<file path="src/rtl/signed_diff_accum_pkg.sv">
// rtl/signed_diff_accum_pkg.sv - shared types and helpers for the signed window accumulator
package signed_diff_accum_pkg;

    localparam int DEF_IN_W    = 5;
    localparam int DEF_ACC_W   = 8;
    localparam int DEF_WIN_LEN = 4;

    // The block has no FSM of its own; this names the three observable
    // conditions formed by the sample counter and the pending output flag.
    typedef enum logic [1:0] {
        ST_ACCUM         = 2'd0,
        ST_ACCUM_PENDING = 2'd1,
        ST_STALLED       = 2'd2
    } acc_status_e;

    function automatic acc_status_e acc_status(
        input logic last_sample,
        input logic pending,
        input logic out_ready
    );
        if (last_sample && pending && !out_ready) begin
            return ST_STALLED;
        end else if (pending) begin
            return ST_ACCUM_PENDING;
        end
        return ST_ACCUM;
    endfunction

endpackage

</file>
<file path="src/rtl/signed_diff_accum_if.sv">
// rtl/signed_diff_accum_if.sv - difference input stream and window result stream
interface signed_diff_accum_if #(
    parameter int IN_W  = 5,
    parameter int ACC_W = 8
);
    logic             inValid;
    logic [IN_W-1:0]  inData;
    logic             inReady;
    logic             outValid;
    logic             outReady;
    logic [ACC_W-1:0] outSum;
    logic             outSat;

    modport master (
        output inValid, inData, outReady,
        input  inReady, outValid, outSum, outSat
    );

    modport slave (
        input  inValid, inData, outReady,
        output inReady, outValid, outSum, outSat
    );
endinterface

</file>
<file path="src/rtl/signed_diff_accum_sat_add.sv">
// rtl/signed_diff_accum_sat_add.sv - combinational saturating signed add of a narrow sample onto a wide base
module sat_add_signed #(
    parameter int IN_W  = 5,
    parameter int ACC_W = 8
) (
    input  logic [ACC_W-1:0] base,
    input  logic [IN_W-1:0]  in_data,
    output logic [ACC_W-1:0] sum,
    output logic             sat
);
    localparam logic [ACC_W-1:0] SAT_MAX = {1'b0, {(ACC_W-1){1'b1}}};
    localparam logic [ACC_W-1:0] SAT_MIN = {1'b1, {(ACC_W-1){1'b0}}};

    logic [ACC_W:0] base_x;
    logic [ACC_W:0] in_x;
    logic [ACC_W:0] wide;

    // One guard bit is enough: the ACC_W+1 sum cannot wrap, so disagreement
    // of the top two bits means the result left the ACC_W range.
    always_comb begin
        base_x = {base[ACC_W-1], base};
        in_x   = {{(ACC_W+1-IN_W){in_data[IN_W-1]}}, in_data};
        wide   = base_x + in_x;
        sat    = 1'b0;
        sum    = wide[ACC_W-1:0];
        if (wide[ACC_W] != wide[ACC_W-1]) begin
            sat = 1'b1;
            sum = wide[ACC_W] ? SAT_MIN : SAT_MAX;
        end
    end

endmodule

</file>
<file path="src/rtl/signed_diff_accum.sv">
// rtl/signed_diff_accum.sv - saturating per-window sum of signed differences with a registered result
import signed_diff_accum_pkg::*;

module signed_diff_accum #(
    parameter int IN_W    = DEF_IN_W,
    parameter int ACC_W   = DEF_ACC_W,
    parameter int WIN_LEN = DEF_WIN_LEN
) (
    input  logic               clk,
    input  logic               rst,
    signed_diff_accum_if.slave bus
);
    localparam int              CNT_W    = $clog2(WIN_LEN);
    localparam logic [CNT_W-1:0] CNT_LAST = CNT_W'(WIN_LEN - 1);

    logic [ACC_W-1:0] acc_q,     acc_d;
    logic [CNT_W-1:0] cnt_q,     cnt_d;
    logic             win_sat_q, win_sat_d;
    logic             out_valid_q, out_valid_d;
    logic [ACC_W-1:0] out_sum_q, out_sum_d;
    logic             out_sat_q, out_sat_d;

    logic [ACC_W-1:0] base;
    logic [ACC_W-1:0] sum;
    logic             sat;
    logic             last_sample;
    logic             in_ready;
    logic             accept;
    acc_status_e      status;

    sat_add_signed #(
        .IN_W  (IN_W),
        .ACC_W (ACC_W)
    ) u_sat_add (
        .base    (base),
        .in_data (bus.inData),
        .sum     (sum),
        .sat     (sat)
    );

    // Stall only when the closing sample would overwrite an unconsumed result.
    always_comb begin
        last_sample = (cnt_q == CNT_LAST);
        status      = acc_status(last_sample, out_valid_q, bus.outReady);
        in_ready    = (status != ST_STALLED);
        accept      = bus.inValid && in_ready;
        base        = (cnt_q == '0) ? '0 : acc_q;
    end

    // Next-state: accumulate, close the window into the output register, retire results.
    always_comb begin
        acc_d       = acc_q;
        cnt_d       = cnt_q;
        win_sat_d   = win_sat_q;
        out_valid_d = out_valid_q;
        out_sum_d   = out_sum_q;
        out_sat_d   = out_sat_q;

        if (out_valid_q && bus.outReady) begin
            out_valid_d = 1'b0;
        end

        if (accept) begin
            if (last_sample) begin
                out_valid_d = 1'b1;
                out_sum_d   = sum;
                out_sat_d   = win_sat_q | sat;
                acc_d       = '0;
                cnt_d       = '0;
                win_sat_d   = 1'b0;
            end else begin
                acc_d       = sum;
                cnt_d       = cnt_q + 1'b1;
                win_sat_d   = win_sat_q | sat;
            end
        end
    end

    // State registers; reset discards any partial window and pending result.
    always_ff @(posedge clk) begin
        if (rst) begin
            acc_q       <= '0;
            cnt_q       <= '0;
            win_sat_q   <= 1'b0;
            out_valid_q <= 1'b0;
            out_sum_q   <= '0;
            out_sat_q   <= 1'b0;
        end else begin
            acc_q       <= acc_d;
            cnt_q       <= cnt_d;
            win_sat_q   <= win_sat_d;
            out_valid_q <= out_valid_d;
            out_sum_q   <= out_sum_d;
            out_sat_q   <= out_sat_d;
        end
    end

    assign bus.inReady  = in_ready;
    assign bus.outValid = out_valid_q;
    assign bus.outSum   = out_sum_q;
    assign bus.outSat   = out_sat_q;

endmodule

</file>
<file path="src/flat_wrapper.sv">
// flat-port wrapper written by rule: the top's interface ports become plain ports
module signed_diff_accum_flat 
#(
    parameter int IN_W    = DEF_IN_W,
    parameter int ACC_W   = DEF_ACC_W,
    parameter int WIN_LEN = DEF_WIN_LEN
)
  (clk, rst, bus_inValid, bus_inData, bus_outReady, bus_inReady, bus_outValid, bus_outSum, bus_outSat);
  signed_diff_accum_if #(.IN_W(IN_W), .ACC_W(ACC_W)) bus_i ();
  input  logic clk;
  input  logic rst;
  input wire logic [$bits(bus_i.inValid)-1:0] bus_inValid;
  input wire logic [$bits(bus_i.inData)-1:0] bus_inData;
  input wire logic [$bits(bus_i.outReady)-1:0] bus_outReady;
  output wire logic [$bits(bus_i.inReady)-1:0] bus_inReady;
  output wire logic [$bits(bus_i.outValid)-1:0] bus_outValid;
  output wire logic [$bits(bus_i.outSum)-1:0] bus_outSum;
  output wire logic [$bits(bus_i.outSat)-1:0] bus_outSat;
  assign bus_i.inValid = bus_inValid;
  assign bus_i.inData = bus_inData;
  assign bus_i.outReady = bus_outReady;
  assign bus_inReady = bus_i.inReady;
  assign bus_outValid = bus_i.outValid;
  assign bus_outSum = bus_i.outSum;
  assign bus_outSat = bus_i.outSat;
  signed_diff_accum #(.IN_W(IN_W), .ACC_W(ACC_W), .WIN_LEN(WIN_LEN)) u_core (.clk(clk), .rst(rst), .bus(bus_i));
endmodule
</file>
<file path="config.mk">
export PLATFORM = sky130hd
export DESIGN_NAME = signed_diff_accum_flat
export DESIGN_NICKNAME = d
export VERILOG_FILES = /design/src/rtl/signed_diff_accum_pkg.sv /design/src/rtl/signed_diff_accum_if.sv /design/src/rtl/signed_diff_accum_sat_add.sv /design/src/rtl/signed_diff_accum.sv /design/src/flat_wrapper.sv
export SDC_FILE = /design/constraint.sdc
export NUM_CORES = 1
export LEC_CHECK = 0
export BUFFER_PORTS_ARGS = -buffer_cell sky130_fd_sc_hd__clkbuf_2
export CAP_MARGIN = 0
export CORE_MARGIN = 4
export CORE_UTILIZATION = 40
export DETAILED_ROUTE_END_ITERATION = 7
export PLACE_DENSITY = 0.57
export SLEW_MARGIN = 5
export SYNTH_ARGS = -nofsm -noshare
export SYNTH_HDL_FRONTEND = slang
export SYNTH_SLANG_ARGS = --single-unit
</file>
<file path="constraint.sdc">
create_clock -name clk -period 3.4 [get_ports clk]
set_clock_uncertainty 0.1 [all_clocks]
set_input_delay 0.68 -clock clk [delete_from_list [all_inputs] [get_ports clk]]
set_output_delay 0.68 -clock clk [all_outputs]
set_load 0.005 [all_outputs]
</file>
Word level (Yosys, flattened, before mapping)
Cells that the tools add are included.
{"block": "word_totals", "latch_bits": 0, "reg_bits": 21, "in_bits": 9, "n_memories": 0, "mem_bits_rw": 0, "rom_bits": 0, "elab_cells": 34}
{"block": "classes", "mul": 0, "n_reduce_logical": 7, "bitwise_logic": 1, "div": 0, "magnitude_cmp": 0, "n_eq_ne": 3, "add_sub_neg": 2, "n_mux": 15, "n_shift": 0}
{"cell": "2-to-1 mux 8 bit", "n": 4}
{"cell": "adder 8 x 5 -> 9 bit", "n": 1}
{"cell": "2-to-1 mux 2 bit", "n": 4}
{"cell": "2-to-1 mux 1 bit", "n": 7}
{"cell": "logical AND 1 bit", "n": 4}
{"cell": "adder 2 x 1 -> 2 bit (second input constant)", "n": 1}
{"cell": "equality test 2 bit (second input constant)", "n": 1}
{"cell": "zero test 2 bit", "n": 1}
{"cell": "!= test 2 bit (second input constant)", "n": 1}
{"cell": "AND reduction 2 bit", "n": 1}
{"cell": "zero test 1 bit", "n": 1}
{"cell": "!= test 1 bit", "n": 1}
{"cell": "OR 1 bit", "n": 1}

Logic depth before layout (Yosys ltp)
Gate-level depths: netlist (run 1).
{"block": "logic_depth", "depth_word": 8, "mapped_depth": 12, "depth_no_buf": 11}

By module
Synthesis (run 1) repeated with hierarchy kept, for this count alone.
{"block": "unflattened", "hier_cells": 148, "area_unflattened_um2": 1340.0}
{"mod": "signed_diff_accum", "cells_each": 92, "n_inst": 1, "area_each_um2": 907.1, "seq_area_each_um2": 420.4}
{"mod": "sat_add_signed", "cells_each": 56, "n_inst": 1, "area_each_um2": 432.9, "seq_area_each_um2": 0.0}

Worst setup path after synthesis (run 1)
Ideal clock, no wire load.
{"block": "synth_path", "path_type": "flip-flop to flip-flop", "startpoint": "reg u_core.cnt_q[0]", "endpoint": "reg u_core.out_sat_q (netlist: u_core.bus.outSat)", "path_slack_ps": 631, "arrival_ps": 2578, "stages_incl_launch_ff": 12, "n_path_buf": 0, "t_required_ps": 3209, "cell_sequence": "dfxtp_1 > inv_1 > ha_1 > nor2b_1 > ha_1 > inv_1 > fa_1 > nand2b_1 > a211o_1 > a21oi_4 > xnor3_1 > a311oi_1"}
{"block": "synth_between", "elab_chain_len": 8, "elab_cells_between_ends": 15, "cone_classes": "add/sub (1); eq/ne (3); mux (5); bitwise (1); reduce/logical (5)"}
{"element": "start, declared", "line_no": "signed_diff_accum.sv:17", "rtl": "logic [CNT_W-1:0] cnt_q, cnt_d;"}
{"element": "start signal, assigned", "line_no": "signed_diff_accum.sv:90", "rtl": "cnt_q <= cnt_d;"}
{"element": "parallel branches: the longest is 8 deep, another holds adder 8 x 5 -> 9 bit"}
{"element": "end signal, assigned", "line_no": "signed_diff_accum.sv:94", "rtl": "out_sat_q <= out_sat_d;"}
{"element": "end, declared", "line_no": "signed_diff_accum.sv:21", "rtl": "logic out_sat_q, out_sat_d;"}
Several ways; the timed one is not identified.
A chain may end at the register's enable or synchronous reset.

Worst setup path in the final report (run 1)
{"block": "layout_path", "startpoint": "reg u_core.cnt_q[0]", "endpoint": "reg u_core.out_sum_q[6] (netlist: u_core.bus.outSum[6])"}
{"block": "layout_between", "elab_chain_len": 8, "elab_cells_between_ends": 15, "cone_classes": "add/sub (1); eq/ne (3); mux (6); reduce/logical (5)"}
{"element": "parallel branches: the longest is 8 deep, another holds adder 8 x 5 -> 9 bit"}
{"element": "end signal, assigned", "line_no": "signed_diff_accum.sv:93", "rtl": "out_sum_q <= out_sum_d;"}
{"element": "end, declared", "line_no": "signed_diff_accum.sv:20", "rtl": "logic [ACC_W-1:0] out_sum_q, out_sum_d;"}
Several ways; the timed one is not identified.

==> flow_summary_export.csv, run 1 <==
group,metric,value,unit
finish,regArea,420,sq um
grt,global_route.usage.total,15.5,%
yosys,synth_cell_types,45,
finish,fin_area,1610,sq um
sta,fmax,328,MHz
detailed_routing,drtPass1Iterations,4,
critical_path,crit_path_start,"u_core.cnt_q[0]",
critical_path,cp_slowest_cell,"dfxtp_1",
critical_path,path_depth,12,
finish,multi_input_area,953,sq um
detailed_routing,via_count,1319,
clock_tree,cts_tree,"yes",
critical_path,worstSetupPathType,"flip-flop to flip-flop",
sta,slew_violations,0,
yosys,ys_ff_latch,21,
finish,syn2layout_area_growth,10.8,%
grt,grt_max_degree,20,
floorplanning,die_area,4660,sq um
clock_tree,clock_sinks,21,
clock_tree,post_cts.resized_instances,0,
sta,tns,0,ns
critical_path,path_buf_inv,3,
finish,nFillCells,352,
critical_path,critical_path.endpoint,"u_core.bus.outSum[6]",
critical_path,cp-start-kind,"flip-flop",
sta,finalCritPeriodShare,89.7,%
grt,grt_pass1_vias,1233,
sta,final_hold_viol_count,0,
clock_tree,ctsHtreeMaxLevel,1,
critical_path,end_kind,"flip-flop",
detailed_routing,via_per_inst,5.64,
yosys,yosysWarningCount,0,
detailed_routing,drtIter0Drc,89,
floorplanning,die_h,68.3,microns
critical_path,rr_startpoint,"u_core.cnt_q[0]",
sta,slew_headroom,45.9,%
grt,grt_antenna_before_repair,0,
yosys,syn_area_per_cell,8.54,sq um
sta,fin_crit,3.05,ns
finish,drive_gt1_share,17.0,%
floorplanning,core,3420,sq um
worst_hold_path,worstHoldPathType,"flip-flop to flip-flop",
grt,grt_overflow,0,
clock_tree,clk_path_buf_depth,2,
finish,final_util,47.1,%
critical_path,reg2regPathDepth,12,
finish,final_common_cell,"dfxtp_1",
placed_design,dpl-instance-area,1580,sq um
detailed_routing,drtAntennaViolNets,0,
yosys,synth_edf_count,0,
floorplanning,initial_core_util,42.5,%
clock_tree,path_clk_slew,0.12,ns
flow_run,maxCapViolations,0,
yosys,synth_fp_nets,190,
detailed_routing,routed_wl,3260,microns
finish,final_nets,209,
finish,antennaDiodeCount,0,
power_and_ir_drop,power.density,364,nW/um^2
critical_path,slowest_delay,0.39,ns
detailed_routing,drc,0,
floorplanning,io_pins,20,
yosys,synth_area,1450,sq um
critical_path,crit_fanout,14,
detailed_routing,wl_per_cell,13.9,microns
critical_path,critPathTopFamily,"adder cells",
clock_tree,postCtsSetupBuffers,0,
critical_path,path_cells,"inv_1 -> ha_1 -> nor2b_1 -> ha_1 -> inv_1 -> fa_1 -> nand2b_1 -> a211o_1 -> a21oi_4 -> buf_4 -> a21oi_1 -> a211oi_1",
sta,rsz0062_at_grt,"no",
finish,layout_common_cells,"dfxtp_1, clkbuf_2, nor2_1, a21oi_1, nor2b_1",
critical_path,crit_arrival,3.18,ns
critical_path,rrSetupSlack,0.35,ns
floorplanning,placementRows,21,
power_and_ir_drop,leakage,0.000684,uW
placed_design,place_hpwl,2520,microns
clock_tree,clock_latency,0.30,ns
floorplanning,fp.dieW,68.3,microns
yosys,netlist_instances,170,
yosys,ys.flop_type,"dfxtp_1",
clock_tree,root_buffer,"clkbuf_4",
power_and_ir_drop,ir_worst_vdd,0.000251,V
yosys,async_flop_share,0,%
sta,worstMarginPinSlew,0.810,ns
outcome,status,"complete, no violations",
clock_tree,cts_buffers,3,
sta,setup_violations,0,
placed_design,numPortBuffers,19,
critical_path,r2r_end,"u_core.bus.outSum[6]",
grt,grt_pass1_wl,5580,microns
clock_tree,hold_buffers,0,
yosys,seq_area_frac_synth,28.9,%
placed_design,gp_congestion,0.832,
critical_path,cp.required,3.53,ns
-- cells in the mapped netlist, types with 2 or more instances --
master     n  area [sq um]
a211o_1    2          17.5
a211oi_1   7          52.6
a211oi_2   2          25.0
a21oi_1   13          65.1
a221o_1    6          60.1
a311oi_1   2          17.5
a31oi_1    2          12.5
buf_2      3          15.0
clkbuf_1   3          11.3
dfxtp_1   21           420
ha_1      10           125
inv_1      9          33.8
nand2_1    4          15.0
nand2b_1   4          25.0
nand3_1    8          40.0
nand3b_1   2          15.0
nand4_1    4          25.0
nor2_1    16          60.1
nor2b_1   11          68.8
nor3b_1    6          45.0
o211a_1    2          20.0
o211ai_1   5          37.5
o21ai_0    4          20.0
or3_1      2          12.5
xor2_1     2          17.5
-- layer usage --
metal	wire length [microns]	global-route usage, %	part of all wire, %
met2	1470	24.4	45
met3	198	4.11	6.1
met5	0	0	0
met4	34	3.23	1.0
met1	1560	21.3	48
-- final cells by class --
| cell class | count | area share (%) |
|---|---|---|
| flip-flops and latches | 21 | 26.1 |
| inverters | 9 | 2.10 |
| multi-input cells | 132 | 59.3 |
| clock buffers | 4 | 1.63 |
| well taps | 46 | 3.58 |
| repair buffers | 22 | 7.31 |
-- flip-flops by register name, summed over array words and instances (netlist names) --
| signal | count |
|---|---|
| u_core.win_sat_q | 1 |
| u_core.acc_q | 8 |
| u_core.bus.outValid | 1 |
| u_core.cnt_q | 2 |
| u_core.bus.outSum | 8 |
| u_core.bus.outSat | 1 |
-- worst reg2reg max path: cells and delay by family, from the launching register on --
kind / cells / cell delay, ns
compound gates: 4 / 0.87
fa+ha+maj: 3 / 0.90
flops: 1 / 0.39
buf+inv: 3 / 0.35
simple gates: 2 / 0.36
-- worst min path at each step --
stage                      from           endpoint  slack, ns  depth (start not counted)
2_1_floorplan   u_core.acc_q[2]    u_core.acc_q[2]       0.33                          1
4_1_cts        u_core.win_sat_q  u_core.bus.outSat       0.38                          2
5_1_grt         u_core.acc_q[2]    u_core.acc_q[2]       0.41                          1
3_3_place_gp   u_core.win_sat_q  u_core.bus.outSat       0.36                          2
3_5_place_dp    u_core.acc_q[2]    u_core.acc_q[2]       0.36                          1
6_report       u_core.win_sat_q  u_core.bus.outSat       0.38                          2
-- cell families after synthesis --
family                   synth area share (%)
AO/OA/AOI/OAI                            28.3
XOR/XNOR                                 3.36
adder cells (fa/ha/maj)                  9.99
buffers and inverters                    5.43
flip-flops                               28.9
AND/OR/NAND/NOR                          24.0
-- where the power goes --
group,internal (uW),switching (uW)
Clock,45.8,78.5
Sequential,266,10.3
Combinational,79.3,106
-- metrics by stage --
stage	hold WS, ns	total power (uW)	setup WS (ns)	cells
after floorplan	0.327	421	0.631	170
after global placement	0.357	463	0.460	230
after detailed placement	0.355	465	0.373	230
after CTS	0.379	591	0.343	234
after global routing	0.408	626	0.115	234
final	0.375	586	0.351	234
(Power assumes the default switching activity.)
==> run 2: changes to the inputs <==
--- a/config.mk
+++ b/config.mk
@@ -8,9 +8,9 @@
 export BUFFER_PORTS_ARGS = -buffer_cell sky130_fd_sc_hd__clkbuf_2
 export CAP_MARGIN = 0
 export CORE_MARGIN = 4
-export CORE_UTILIZATION = 40
+export CORE_UTILIZATION = 25
 export DETAILED_ROUTE_END_ITERATION = 7
-export PLACE_DENSITY = 0.57
+export PLACE_DENSITY = 0.39
 export SLEW_MARGIN = 5
 export SYNTH_ARGS = -nofsm -noshare
 export SYNTH_HDL_FRONTEND = slang
==> run 2 against run 1 <==
  * Sequential share of layout area down 0.83 points
  * Critical path depth down 1
  * Cell count grew 11%
  * Routed wire length increased by 9.5%
  * Critical path type unchanged
==> flow_summary_export.csv, run 2 (synthesis gave the netlist of run 1 again) <==
group,metric,value,unit
detailed_routing,via_per_inst,5.14,
finish,fin_area,1660,sq um
critical_path,cp_slowest_cell,"fa_1",
worst_hold_path,whs_path_depth,1,
sta,tns,0,ns
sta,setup_violations,0,
placed_design,place_inst,256,
floorplanning,die_area,7090,sq um
critical_path,rr_startpoint,"u_core.cnt_q[0]",
finish,final_nets,209,
grt,grt_antenna_before_repair,0,
power_and_ir_drop,clkPwrFrac,26.2,%
critical_path,slowest_delay,0.39,ns
clock_tree,cts_buffers,3,
critical_path,critical_path.endpoint,"u_core.acc_q[1]",
grt,global_route.usage.total,10.5,%
sta,slew_violations,0,
worst_hold_path,worstHoldPathType,"flip-flop to flip-flop",
detailed_routing,drtIter0Drc,60,
power_and_ir_drop,pwr-share-comb,29.8,%
sta,fin_crit,3.02,ns
finish,syn2layout_area_growth,14.4,%
critical_path,reg2regPathDepth,11,
power_and_ir_drop,swShare,32.1,%
outcome,status,"complete, no violations",
critical_path,end_kind,"flip-flop",
critical_path,critPathTopFamily,"adder cells",
clock_tree,ctsHtreeMaxLevel,1,
critical_path,path_depth,11,
critical_path,path_cells,"inv_1 -> ha_1 -> nor2b_1 -> ha_1 -> inv_1 -> fa_1 -> nand2b_1 -> a211o_1 -> a211oi_1 -> and3_1 -> a221o_1",
placed_design,gp_congestion,0.782,
clock_tree,clock_latency,0.27,ns
critical_path,cp.required,3.50,ns
grt,grt_overflow,0,
finish,layout_common_cells,"dfxtp_1, clkbuf_2, nor2_1, a21oi_1, nor2b_1",
power_and_ir_drop,ir_worst_vdd,0.000110,V
clock_tree,root_buffer,"clkbuf_8",
power_and_ir_drop,power_frac_seq,44.0,%
finish,antennaDiodeCount,0,
grt,grt_pass1_wl,6150,microns
power_and_ir_drop,switching_power,201,uW
floorplanning,initial_core_util,26.1,%
clock_tree,postCtsSetupBuffers,0,
critical_path,cp-start-kind,"flip-flop",
critical_path,crit_path_start,"u_core.cnt_q[0]",
placed_design,dpl-instance-area,1620,sq um
placed_design,place_hpwl,2850,microns
sta,rsz0062_at_grt,"no",
grt,grt_max_degree,20,
critical_path,rrSetupSlack,0.38,ns
clock_tree,path_clk_slew,0.07,ns
placed_design,numPortBuffers,19,
finish,final_common_cell,"dfxtp_1",
power_and_ir_drop,power.density,378,nW/um^2
sta,whs,0.372,ns
floorplanning,core,5570,sq um
finish,stdcell_count,260,
sta,fmax,331,MHz
clock_tree,clk_path_buf_depth,2,
critical_path,worstSetupPathType,"flip-flop to flip-flop",
finish,final_util,29.8,%
detailed_routing,drtPass1Iterations,4,
clock_tree,hold_buffers,0,
sta,finalCritPeriodShare,88.8,%
critical_path,path_buf_inv,2,
sta,final_hold_viol_count,0,
finish,drive_gt1_share,17.6,%
detailed_routing,via_count,1336,
floorplanning,placementRows,27,
floorplanning,die_h,84.2,microns
clock_tree,post_cts.resized_instances,0,
detailed_routing,wl_per_cell,13.7,microns
power_and_ir_drop,leakage,0.000694,uW
critical_path,crit_arrival,3.12,ns
sta,slew_headroom,49.9,%
clock_tree,cts_tree,"yes",
detailed_routing,drtAntennaViolNets,0,
clock_tree,clock_sinks,21,
detailed_routing,drc,0,
floorplanning,io_pins,20,
floorplanning,fp.dieW,84.2,microns
flow_run,maxCapViolations,0,
critical_path,crit_fanout,8,
detailed_routing,routed_wl,3570,microns
critical_path,r2r_end,"u_core.acc_q[1]",
grt,grt_pass1_vias,1255,
power_and_ir_drop,p_int,427,uW
sta,worstMarginPinSlew,0.750,ns
==> run 2: per-layer routing <==
layer  vias to the layer above  global-route usage, %  wire length [microns]
li1                        678                      -                      -
met1                       630                   13.9                   1730
met2                        23                   17.5                   1680
met3                         5                   1.57                    111
met4                         0                   3.51                     51
met5                         -                      0                      0
==> run 2: final cells by class <==
| class | instances | area [sq um] |
|---|---|---|
| fillers | 607 | 3910 |
| multi-input cells | 132 | 953 |
| flip-flops and latches | 21 | 420 |
| repair buffers | 22 | 118 |
| well taps | 72 | 90.1 |
| clock buffers | 3 | 41.3 |
| inverters | 9 | 33.8 |
| clock inverters | 1 | 5.00 |
==> run 2: how the worst min path moves through the flow <==
stage	from	endpoint	slack, ns
after floorplan	u_core.acc_q[2]	u_core.acc_q[2]	0.33
after global placement	u_core.win_sat_q	u_core.bus.outSat	0.36
after detailed placement	u_core.acc_q[6]	u_core.acc_q[6]	0.36
after CTS	u_core.win_sat_q	u_core.bus.outSat	0.38
after global routing	u_core.acc_q[2]	u_core.acc_q[2]	0.40
final	u_core.acc_q[2]	u_core.acc_q[2]	0.37
==> run 2: power groups by stage <==
stage               logic (uW)  registers (uW)  clock network (uW)
CTS                        190             277                 173
global route               211             279                 180
global placement           189             281                   0
finish                     187             276                 165
floorplan                  142             279                   0
detailed placement         188             282                   0
==> run 2: stage by stage <==
| step | worst slack (ns) | power, uW |
|---|---|---|
| after floorplan | 0.631 | 421 |
| after global placement | 0.426 | 470 |
| after detailed placement | 0.380 | 470 |
| after CTS | 0.377 | 639 |
| after global routing | 0.171 | 669 |
| final | 0.382 | 628 |
